--- config.mk ---
export PLATFORM = sky130hd
export DESIGN_NAME = frame_read_arbiter
export DESIGN_NICKNAME = d
export VERILOG_FILES = /design/src/rtl/frame_read_arbiter.sv
export SDC_FILE = /design/constraint.sdc
export NUM_CORES = 1
export LEC_CHECK = 0
export ABC_CLOCK_PERIOD_IN_PS = 1400
export BUFFER_PORTS_ARGS = -buffer_cell sky130_fd_sc_hd__buf_2
export CAP_MARGIN = 10
export CORE_UTILIZATION = 32
export CTS_CLUSTER_DIAMETER = 120
export DETAILED_ROUTE_END_ITERATION = 10
export PLACE_DENSITY = 0.88
export SYNTH_ARGS = -nofsm -noshare
export SYNTH_HDL_FRONTEND = slang
export SYNTH_SLANG_ARGS = --single-unit
export TNS_END_PERCENT = 5
--- constraint.sdc ---
create_clock -name clk_50 -period 1.4 [get_ports clk_50]
set_input_delay 0.07 -clock clk_50 [delete_from_list [all_inputs] [get_ports clk_50]]
set_output_delay 0.07 -clock clk_50 [all_outputs]
set_load 0.03 [all_outputs]
--- src/rtl/frame_read_arbiter.sv ---
`default_nettype none
// ============================================================================
//  Module   : frame_read_arbiter
//  Purpose  : Round-robin arbiter that shares one BRAM read port between two
//             requesters and routes each read return to its issuer.
//             Optional macro ARB_STATS_EN builds saturating grant counters.
//  Revision : 1.0  initial release
// ============================================================================
module frame_read_arbiter #(
  parameter int ADDR_W = 19,
  parameter int DATA_W = 4,
  parameter int RD_LAT = 1
) (
  input  logic              clk_50,
  input  logic              reset,
  input  logic              frame_rdy,
  input  logic              req0,
  input  logic              req1,
  input  logic [ADDR_W-1:0] addr0,
  input  logic [ADDR_W-1:0] addr1,
  output logic              gnt0,
  output logic              gnt1,
  output logic              rvalid0,
  output logic              rvalid1,
  output logic [DATA_W-1:0] rdata,
  output logic              mem_en,
  output logic [ADDR_W-1:0] mem_addr,
  input  logic [DATA_W-1:0] mem_dout,
  output logic [15:0]       gnt_cnt0,
  output logic [15:0]       gnt_cnt1
);

  logic              last_q;
  logic              last_d;
  logic [RD_LAT-1:0] vld_q;
  logic [RD_LAT-1:0] vld_d;
  logic [RD_LAT-1:0] idx_q;
  logic [RD_LAT-1:0] idx_d;

  // last_q=1 means requester 0 wins the next contended cycle.
  always_comb begin
    gnt0     = 1'b0;
    gnt1     = 1'b0;
    mem_en   = 1'b0;
    mem_addr = '0;
    last_d   = last_q;
    if (!reset && frame_rdy) begin
      if (req0 && (!req1 || last_q)) begin
        gnt0 = 1'b1;
      end else if (req1) begin
        gnt1 = 1'b1;
      end
    end
    mem_en = gnt0 | gnt1;
    if (gnt0) begin
      mem_addr = addr0;
      last_d   = 1'b0;
    end else if (gnt1) begin
      mem_addr = addr1;
      last_d   = 1'b1;
    end
  end

  generate
    if (RD_LAT == 1) begin : g_shift_single
      assign vld_d = mem_en;
      assign idx_d = gnt1;
    end else begin : g_shift_multi
      assign vld_d = {vld_q[RD_LAT-2:0], mem_en};
      assign idx_d = {idx_q[RD_LAT-2:0], gnt1};
    end
  endgenerate

  always_ff @(posedge clk_50 or posedge reset) begin
    if (reset) begin
      last_q <= 1'b1;
      vld_q  <= '0;
      idx_q  <= '0;
    end else begin
      last_q <= last_d;
      vld_q  <= vld_d;
      idx_q  <= idx_d;
    end
  end

  assign rvalid0 = vld_q[RD_LAT-1] & ~idx_q[RD_LAT-1];
  assign rvalid1 = vld_q[RD_LAT-1] &  idx_q[RD_LAT-1];
  assign rdata   = vld_q[RD_LAT-1] ? mem_dout : '0;

`ifdef ARB_STATS_EN
  logic [15:0] cnt0_q;
  logic [15:0] cnt1_q;

  always_ff @(posedge clk_50 or posedge reset) begin
    if (reset) begin
      cnt0_q <= '0;
      cnt1_q <= '0;
    end else begin
      if (gnt0 && (cnt0_q != 16'hFFFF)) cnt0_q <= cnt0_q + 16'd1;
      if (gnt1 && (cnt1_q != 16'hFFFF)) cnt1_q <= cnt1_q + 16'd1;
    end
  end

  assign gnt_cnt0 = cnt0_q;
  assign gnt_cnt1 = cnt1_q;
`else
  assign gnt_cnt0 = '0;
  assign gnt_cnt1 = '0;
`endif

endmodule
`default_nettype wire

==> impl_results.md <==
- VDD IR max: about 0.36 mV
- Final HPWL DP: around 1.7 mm
- Worst EP arrival: between 1 and 1.5 ns
- Post-synthesis cell type count: 20
- Critical path launch point type: flop
- RSZ-0062 raised after global routing: true
- Clock Sink Count: 3
- Starting Density: 35.3%
- Worst Skew: 0.00254 ns
- I/O Pins: approximately 110
- Tightest Hold Check Type: input port to flop
- Cell Rows: 17
- Async set-or-reset flop fraction in the synthesized netlist: 100%
- Finished Layout Cells: around 200
- Final WS setup: -0.0620 ns
- Antenna-violating nets left: 0
- Avg Synthesized Cell Area: 8.28 µm²
- Yosys warns: 0
- Crit path max fanout: 21
- H-tree Lvls: 1
- Vias per cell: 4.81
- Final nets: 219
- Synthesized cell area: between 800 and 900 µm²
- Commonest non-fill, non-tap cell in the layout: buf_2
- Area Growth Syn to Fin: 54.7%
- Count of final hold-check violations: 0
- Setup tns final: -0.777 ns
- R2R Setup Slk: 0.43 ns
- Residual DRC count: 0
- Die Y: 52.6 µm
- Cells after synthesis: between 90 and 100
- Failing checks: setup timing
- TritonRoute pass-1 iters: 4
- Max_slew headroom: a little over half
- PD cells: 616 nW/µm²
- Routability cong.: 0.698
- CTS Buf Count: 3
- Critical path type: flop to output pin
- Fin crit share: 104%
- CTS tree: done
- CP startpoint: last_q$_DFFE_PP1P_
- Fin crit period: about 1.5 ns
- Overall routing resource usage: 17.3%
- Fmax: just under 700 MHz
- Layout cells sized above 1: 52.0%
- Worst r2r src: last_q$_DFFE_PP1P_
- Final WL: 2.47 mm
- Most frequent cells in the layout: 53 x buf_2, 32 x conb_1, 20 x buf_6, 14 x a32o_1, 10 x a21boi_1
- Die Area: 2770 µm²
- Reg clk slew, reported paths: 0.04 ns
- Leak pwr: 0.721 nW
- Antenna Diode Count: 0
- Setup crit end kind: output pin
- Clock tree buffer depth: 2
- Slew Viols, Final: 0
- Post-CTS Setup Inserts: 0
- Final Util: 54.7%
- CP required: 1.33 ns
- Routed via count: 958
- Chip width: 52.6 µm
- Top FF cell, synth: dfrtp_1
- First-pass GRT wire length: 3.62 mm
- Status: finished, violations left
- Slew @ Worst Pin: 0.680 ns
- #FFs+latches synth: 3
- Max Cap Viol: 0
- Placed Cells: 194
- Vias in the first global route: 851
- Gr ovfl total: 0
- Root Driver: clkbuf_4
- Largest net degree at the start of global routing: 22
- Final setup fails: 19
- Fraction of the yosys area taken by sequential cells: 9.31%
- Port buffer count: 74
- Initial DRC count: 6
- Worst Hold Launch: frame_rdy
- Antenna violations before repair: 0
- Wire per inst: 12.4 µm
- Core ar.: 2320 µm²
- Clock latency on the worst-skew pair: 0.23 ns
- Post-synth EDFFs: 0
## critical path, cell delays in order (launching register included)
cell	delay, ns
dfstp_2	0.55
buf_12	0.15
a21boi_0	0.09
a32o_2	0.24
buf_6	0.14
## synthesized netlist by cell type (2+ instances only)
master,instances,area share (%)
buf_4,32,29
a21boi_0,19,17
a32o_1,19,23
and2_1,6,4.6
buf_2,4,2.4
clkbuf_1,4,1.8
dfrtp_1,2,6.1
## per-stage QoR
stage | total power (W) | worst slack [ns] | instance area [µm²] | hold WS [ns]
floorplan | 0.000497 | 0.130 | 936 | -0.169
global placement | 0.000563 | 0.0614 | 1080 | -0.0341
detailed placement | 0.000567 | 0.0659 | 1080 | -0.0253
CTS | 0.000773 | -0.0708 | 1250 | 0.139
global route | 0.000830 | -0.107 | 1270 | 0.158
finish | 0.000781 | -0.0620 | 1270 | 0.157
## power by group
| part | switching [W] | internal [W] | leakage [nW] |
|---|---|---|---|
| registers | 0.00000757 | 0.0000986 | 0.0373 |
| logic | 0.000328 | 0.000200 | 0.668 |
| clock network | 0.0000403 | 0.000107 | 0.0150 |
## path summary, 6_finish.rpt
path / end / cells past startpoint
min in group asynchronous: vld_q$_DFF_PP0_ / 3
max in group asynchronous: last_q$_DFFE_PP1P_ / 3
setup reg to reg: last_q$_DFFE_PP1P_ / 2
hold reg to reg: last_q$_DFFE_PP1P_ / 2
hold / removal: vld_q$_DFF_PP0_ / 2
setup / recovery: mem_addr[17] / 4
## per-layer routing
layer,global-route usage (%),part of all wire [%]
met5,0,0
met4,6.58,0.77
met3,1.45,8.4
met2,33.5,54
met1,18.9,37
## area by class of cell
| class | count | area [µm²] |
|---|---|---|
| fill | 226 | 1050 |
| multi-input combinational | 84 | 568 |
| timing repair buffer | 79 | 558 |
| sequential | 3 | 76.3 |
| tap | 28 | 35.0 |
| clock buffer | 4 | 26.3 |
| inverter | 1 | 3.75 |
## state kept, by name, summed over array words and instances (netlist names)
| register | flops |
|---|---|
| idx_q | 1 |
| last_q | 1 |
| vld_q | 1 |
## kinds of logic (layout without fill, tap and decap cells)
logic type	after synthesis	count (layout)	share of synthesized area, %
flops	3	3	9.31
mux	1	1	1.22
buf+inv	43	84	37.3
other cells	1	32	0.458
simple gates	11	11	9.32
compound gates	40	40	42.4
## repair_timing
action | CTS | global route
gates cloned | 0 | 0
endpoints found under the setup margin | 20 | 21
hold buffers | 1 | 0
endpoints found under the hold margin | 3 | 0
pin swaps | 5 | 2
gates resized for setup | 43 | 16
No activity file was read; power rests on OpenSTA's default activity.
